## src/rtl/mux_pkg.sv

```systemverilog
// ---------------------------------------------------------------------------
// mux_pkg
// Shared constants and elaboration-time helpers for the pipelined mux tree.
//   MUX_MAX_N  : largest channel count the tree is built for
//   clog2_int  : ceil(log2(value)), used to derive the tree depth from N
//   is_pow2    : true when value is a positive power of two
// ---------------------------------------------------------------------------
package mux_pkg;

    localparam int MUX_MAX_N = 64;

    function automatic int clog2_int(input int value);
        int result;
        int rem;
        result = 0;
        rem    = value - 1;
        while (rem > 0) begin
            result = result + 1;
            rem    = rem >> 1;
        end
        return result;
    endfunction

    function automatic bit is_pow2(input int value);
        return (value > 0) && ((value & (value - 1)) == 0);
    endfunction

endpackage

```

## src/rtl/mux2_w.sv

```systemverilog
// ---------------------------------------------------------------------------
// mux2_w
// Combinational WIDTH-bit 2:1 multiplexer; one tree node of mux_tree_pipe.
// Ports:
//   in0  in   WIDTH  operand chosen when sel = 0 (lower channel index)
//   in1  in   WIDTH  operand chosen when sel = 1 (higher channel index)
//   sel  in   1      select
//   out  out  WIDTH  selected operand
// ---------------------------------------------------------------------------
module mux2_w #(
    parameter int WIDTH = 64
) (
    input  logic [WIDTH-1:0] in0,
    input  logic [WIDTH-1:0] in1,
    input  logic             sel,
    output logic [WIDTH-1:0] out
);

    assign out = sel ? in1 : in0;

endmodule

```

## src/rtl/mux_tree_pipe.sv

```systemverilog
// ---------------------------------------------------------------------------
// mux_tree_pipe
// N-to-1, WIDTH-bit selector built as a binary tree of 2:1 muxes with one
// register rank per tree level, so the request takes exactly LEVELS enabled
// edges to reach the output. A valid bit travels alongside the data.
// Ports:
//   clk        in   1          rising-edge clock
//   reset      in   1          asynchronous, active-high reset
//   en         in   1          1 = pipeline advances, 0 = every rank holds
//   flush      in   1          clears every rank's valid bit (wins over en=0)
//   in_valid   in   1          current in/sel pair is a real request
//   in         in   N*WIDTH    channel k at in[k*WIDTH +: WIDTH]
//   sel        in   LEVELS     channel index, unsigned
//   out        out  WIDTH      selected channel, LEVELS cycles after capture
//   out_valid  out  1          out carries a valid result
// ---------------------------------------------------------------------------
module mux_tree_pipe
    import mux_pkg::*;
#(
    parameter  int WIDTH  = 64,
    parameter  int N      = 8,
    localparam int LEVELS = clog2_int(N)
) (
    input  logic                 clk,
    input  logic                 reset,
    input  logic                 en,
    input  logic                 flush,
    input  logic                 in_valid,
    input  logic [N*WIDTH-1:0]   in,
    input  logic [LEVELS-1:0]    sel,
    output logic [WIDTH-1:0]     out,
    output logic                 out_valid
);

    if (!is_pow2(N) || (N < 2) || (N > MUX_MAX_N) || (WIDTH < 1)) begin : g_param_check
        $error("mux_tree_pipe: N must be a power of two in [2, MUX_MAX_N] and WIDTH >= 1");
    end

    genvar gi, gk;

    // Level gi reduces N>>gi operands to N>>(gi+1) results and registers them.
    for (gi = 0; gi < LEVELS; gi++) begin : g_lvl
        localparam int NODES = N >> (gi + 1);

        logic [WIDTH-1:0] opnd_w [2*NODES];
        logic [WIDTH-1:0] data_d [NODES];
        logic [WIDTH-1:0] data_q [NODES];
        logic             sel_bit_w;
        logic             valid_in_w;
        logic             valid_d;
        logic             valid_q;

        // Operand source: the raw channels for the first level, the previous
        // rank for every later level. The select bit for level gi is sel[gi];
        // later levels find it at bit 0 of the previous rank's shifted copy.
        if (gi == 0) begin : g_src
            for (gk = 0; gk < 2*NODES; gk++) begin : g_op
                assign opnd_w[gk] = in[gk*WIDTH +: WIDTH];
            end
            assign sel_bit_w  = sel[0];
            assign valid_in_w = in_valid;
        end else begin : g_src
            for (gk = 0; gk < 2*NODES; gk++) begin : g_op
                assign opnd_w[gk] = g_lvl[gi-1].data_q[gk];
            end
            assign sel_bit_w  = g_lvl[gi-1].g_sel.sel_q[0];
            assign valid_in_w = g_lvl[gi-1].valid_q;
        end

        for (gk = 0; gk < NODES; gk++) begin : g_node
            mux2_w #(
                .WIDTH (WIDTH)
            ) u_mux (
                .in0 (opnd_w[2*gk]),
                .in1 (opnd_w[2*gk+1]),
                .sel (sel_bit_w),
                .out (data_d[gk])
            );
        end

        // Flush takes priority over both advance and hold.
        always_comb begin
            valid_d = valid_q;
            if (en) begin
                valid_d = valid_in_w;
            end
            if (flush) begin
                valid_d = 1'b0;
            end
        end

        always_ff @(posedge clk or posedge reset) begin
            if (reset) begin
                valid_q <= 1'b0;
                for (int k = 0; k < NODES; k++) begin
                    data_q[k] <= '0;
                end
            end else begin
                valid_q <= valid_d;
                if (en) begin
                    for (int k = 0; k < NODES; k++) begin
                        data_q[k] <= data_d[k];
                    end
                end
            end
        end

        // Select bits still needed downstream, stored shifted so that bit 0
        // is always the select for the next level. The last rank needs none.
        if (gi < LEVELS - 1) begin : g_sel
            logic [LEVELS-2-gi:0] sel_d;
            logic [LEVELS-2-gi:0] sel_q;

            if (gi == 0) begin : g_sel_src
                assign sel_d = sel[LEVELS-1:1];
            end else begin : g_sel_src
                assign sel_d = g_lvl[gi-1].g_sel.sel_q[LEVELS-1-gi:1];
            end

            always_ff @(posedge clk or posedge reset) begin
                if (reset) begin
                    sel_q <= '0;
                end else if (en) begin
                    sel_q <= sel_d;
                end
            end
        end
    end

    // Outputs come straight from the last rank: no input-to-output comb path.
    assign out       = g_lvl[LEVELS-1].data_q[0];
    assign out_valid = g_lvl[LEVELS-1].valid_q;

endmodule
```

## config.mk

```make
export PLATFORM = sky130hd
export DESIGN_NAME = mux_tree_pipe
export DESIGN_NICKNAME = d
export VERILOG_FILES = /design/src/rtl/mux_pkg.sv /design/src/rtl/mux2_w.sv /design/src/rtl/mux_tree_pipe.sv
export SDC_FILE = /design/constraint.sdc
export NUM_CORES = 1
export LEC_CHECK = 0
export ABC_AREA = 1
export CAP_MARGIN = 20
export CELL_PAD_IN_SITES_DETAIL_PLACEMENT = 1
export CELL_PAD_IN_SITES_GLOBAL_PLACEMENT = 1
export CORE_MARGIN = 3
export CORE_UTILIZATION = 29
export DETAILED_ROUTE_END_ITERATION = 8
export PLACE_DENSITY = 0.79
export SYNTH_ARGS = -nofsm -noshare
export SYNTH_HDL_FRONTEND = slang
export SYNTH_SLANG_ARGS = --single-unit
```

## constraint.sdc

```tcl
create_clock -name clk -period 30.9 [get_ports clk]
set_input_delay 6.18 -clock clk [delete_from_list [all_inputs] [get_ports clk]]
set_output_delay 6.18 -clock clk [all_outputs]
set_load 0.005 [all_outputs]
```

==> impl_metrics.toml <==
[route]
drt-wirelength-per-cell_um = 16.3
ant_nets = 0
routed-wl-met3_um = 4750
routedLengthMet1_um = 35400
avgViaCountPerCell = 4.39
met2_wirelength_um = 46100
drt_pass1_iterations = 5
topRoutingLayerUsed = "met5"
totalWireLength_um = 88700
detailedRoute.firstIterationViolations = 1058
via_total_after_detailed_routing = 23900
drc = 0

[clock_tree]
cts_setup_buffers = 0
clk_latency_ns = 0.60
cts_root_buffer = "sky130_fd_sc_hd__clkbuf_16"
tritoncts_clock_tree = "built"
cts.sink_count = 454
clk_path_buf_depth = 3
htreeDepth = 2
cts_made_buffers = 55
cts.repair.resized = 0
clk_pin_slew_ns = 0.06
ctsHoldBuffers = 0

[power]
total_power_per_unit_cell_area_mw_per_mm2 = 53.1
power.leakage_nw = 19.2
switching_share_pct = 29.3
power.clock.fraction_pct = 39.1
power.switching_uw = 516
max-vdd-ir-drop_mv = 0.0287
total_power_mw = 1.76
internal_power_mw = 1.25
p_seq_share_pct = 40.9
combPwrFrac_pct = 20.0

[synth]
synth_top_cell_by_area = "sky130_fd_sc_hd__dfrtp_1"
yosys.cell_types.count = 10
post-synth-top-area-fraction_pct = 45.5
synth_area_per_cell_um2 = 6.54
post_synthesis_net_count = 4332
synth-seq-cells = 454
netlist_top_cells_area = "sky130_fd_sc_hd__dfrtp_1, sky130_fd_sc_hd__nand2_1, sky130_fd_sc_hd__inv_1, sky130_fd_sc_hd__nand3_1, sky130_fd_sc_hd__buf_2"
synth-warning-count = 0
syn-instance-count = 3812
netlist_area_mm2 = 0.0249
synth-seq-area-share_pct = 45.5

[sta]
final_hold_viol_count = 0
finalSetupViolations = 0
max_freq_mhz = 119
finalCriticalPeriod_ns = 8.38
slew_headroom_pct = 13.3
worst_slew_pin_slew_ns = 1.30
drv_slew = 0
timing.setup.tns_ns = 0
fin_worst_hold_slack_ns = 0.476
clock-skew-final_ns = 0.0236
finalCritPeriodShare_pct = 27.1
rsz_0062_raised_after_global_routing = "false"

[floorplan]
die_w_um = 299
effective_utilization_at_floorplan_pct = 29.5
die_h_um = 299
placement_rows = 106
io_pins = 585
core_region_area_mm2 = 0.0845
fp.dieArea_mm2 = 0.0896

[setup_path]
worst_ep_arrival_time_ns = 8.96
worstPathRequired_ns = 31.49
worstSetupEndpointType = "asynchronous set/reset pin"
worstPathCellList = "clkdlybuf4s50_1 -> inv_8 -> buf_4 -> buf_4"
crit_top_cell = "sky130_fd_sc_hd__buf_4"
r2r_cells = 5
setup.worst_path.class = "primary input to asynchronous set/reset pin"
worst_path_max_delay_cell = "sky130_fd_sc_hd__buf_4"
critPathLaunchType = "primary input"
path_max_fanout = 116
crit_path_max_incr_delay_ns = 0.86

[global_routing]
pin_count_of_the_biggest_net_entering_global_routing = 244
number_of_antenna_violations_at_the_first_check_in_global_routing = 3
grt_pass1_wl_um = 138000
gr-total-overflow = 0
via_count_of_the_first_global_routing_pass = 25400
grtUsageTotal_pct = 19.4

[placement]
place.gp.congestion = 0.808
count_of_input_and_output_buffers = 584
detailed_place_hpwl_um = 61500
placed_cells = 5350

[final_layout]
post_route_cells_drive_above_1_share_pct = 2.94
instances_no_fill = 5455
area_delta_synth_final_pct = 33.2
commonest_cells_after_routing_fill_and_taps_aside = "sky130_fd_sc_hd__nand2_1, sky130_fd_sc_hd__inv_1, sky130_fd_sc_hd__clkdlybuf4s50_1"
nets = 4794
most_common_cell_after_layout_fill_and_taps_aside = "sky130_fd_sc_hd__nand2_1"

[flow_run]
number_of_violations_of_the_max_capacitance_limit = 0

[hold_path]
min-delay-path-class = "flip-flop to flip-flop"
worst_hold_path.num_cells = 2

[run_status]
status = "finished, final reports clean"
sequential cells by signal (all words and copies together) (netlist names):
| name | cells |
|---|---|
| out | 64 |
| g_lvl.valid_q | 2 |
| out_valid | 1 |
| g_lvl.g_sel.sel_q | 3 |
| g_lvl.data_q | 384 |
critical path, delay by kind of cell:
| kind | cells | cell delay (ns) |
|---|---|---|
| buffers and inverters | 4 | 2.65 |
per-layer routing:
metal | vias up | global-route usage (%)
met5 | - | 0
met4 | 4 | 5.52
met3 | 115 | 4.11
met2 | 471 | 36.0
met1 | 11500 | 22.3
li1 | 11800 | -
per-stage QoR:
step                instance area [um^2]  utilization (%)  setup slack (ns)
finish                             33200             39.3             22.52
global route                       33200             39.3             22.09
CTS                                33200             39.3             22.38
detailed placement                 31300             37.0             21.70
global placement                   31300             37.0             21.74
floorplan                          24900                -             12.06
cell type report:
type	count	area (um^2)
clock buffer	80	1680
timing repair buffer	605	6050
clock inverter	23	260
tap	1134	1420
fill	10800	51300
sequential	454	11400
antenna	1	2.50
inverter	902	3410
multi-input combinational	2256	9040
logic make-up (layout without fill, tap and decap cells):
| family | count (synthesis) | in the layout | share of synthesized area (%) |
|---|---|---|---|
| other cells | 0 | 1 | 0 |
| buf+inv | 1102 | 1610 | 18.2 |
| compound gates | 2 | 2 | 0.0401 |
| simple gates | 2254 | 2254 | 36.2 |
| flops | 454 | 454 | 45.5 |
power by group through the flow:
stage	sequential, mW	clock (mW)	combinational, mW
finish	0.722	0.689	0.353
floorplan	0.716	0	0.190
CTS	0.723	0.711	0.365
detailed placement	0.732	0	0.362
global placement	0.729	0	0.352
global route	0.733	0.735	0.403
Yosys cell counts:
master,n
sky130_fd_sc_hd__dfrtp_1,454
sky130_fd_sc_hd__buf_2,160
sky130_fd_sc_hd__inv_1,900
sky130_fd_sc_hd__buf_6,24
sky130_fd_sc_hd__buf_4,8
sky130_fd_sc_hd__o21ai_0,2
sky130_fd_sc_hd__nand2_1,1800
sky130_fd_sc_hd__clkbuf_1,8
sky130_fd_sc_hd__nand3_1,454
sky130_fd_sc_hd__inv_2,2
worst paths after layout:
path / start / endpoint / slack [ns]
min in group asynchronous: reset / g_lvl[0].data_q[154] / 6.14
min: g_lvl[0].data_q[185] / g_lvl[0].data_q[185] / 0.48
max reg2reg: g_lvl[0].g_sel.sel_q[0] / g_lvl[1].data_q[9] / 28.11
min reg2reg: g_lvl[0].data_q[185] / g_lvl[0].data_q[185] / 0.48
max: reset / g_lvl[0].data_q[107] / 22.52
max in group clk: en / g_lvl[0].data_q[238] / 22.74
(Power assumes the default switching activity.)
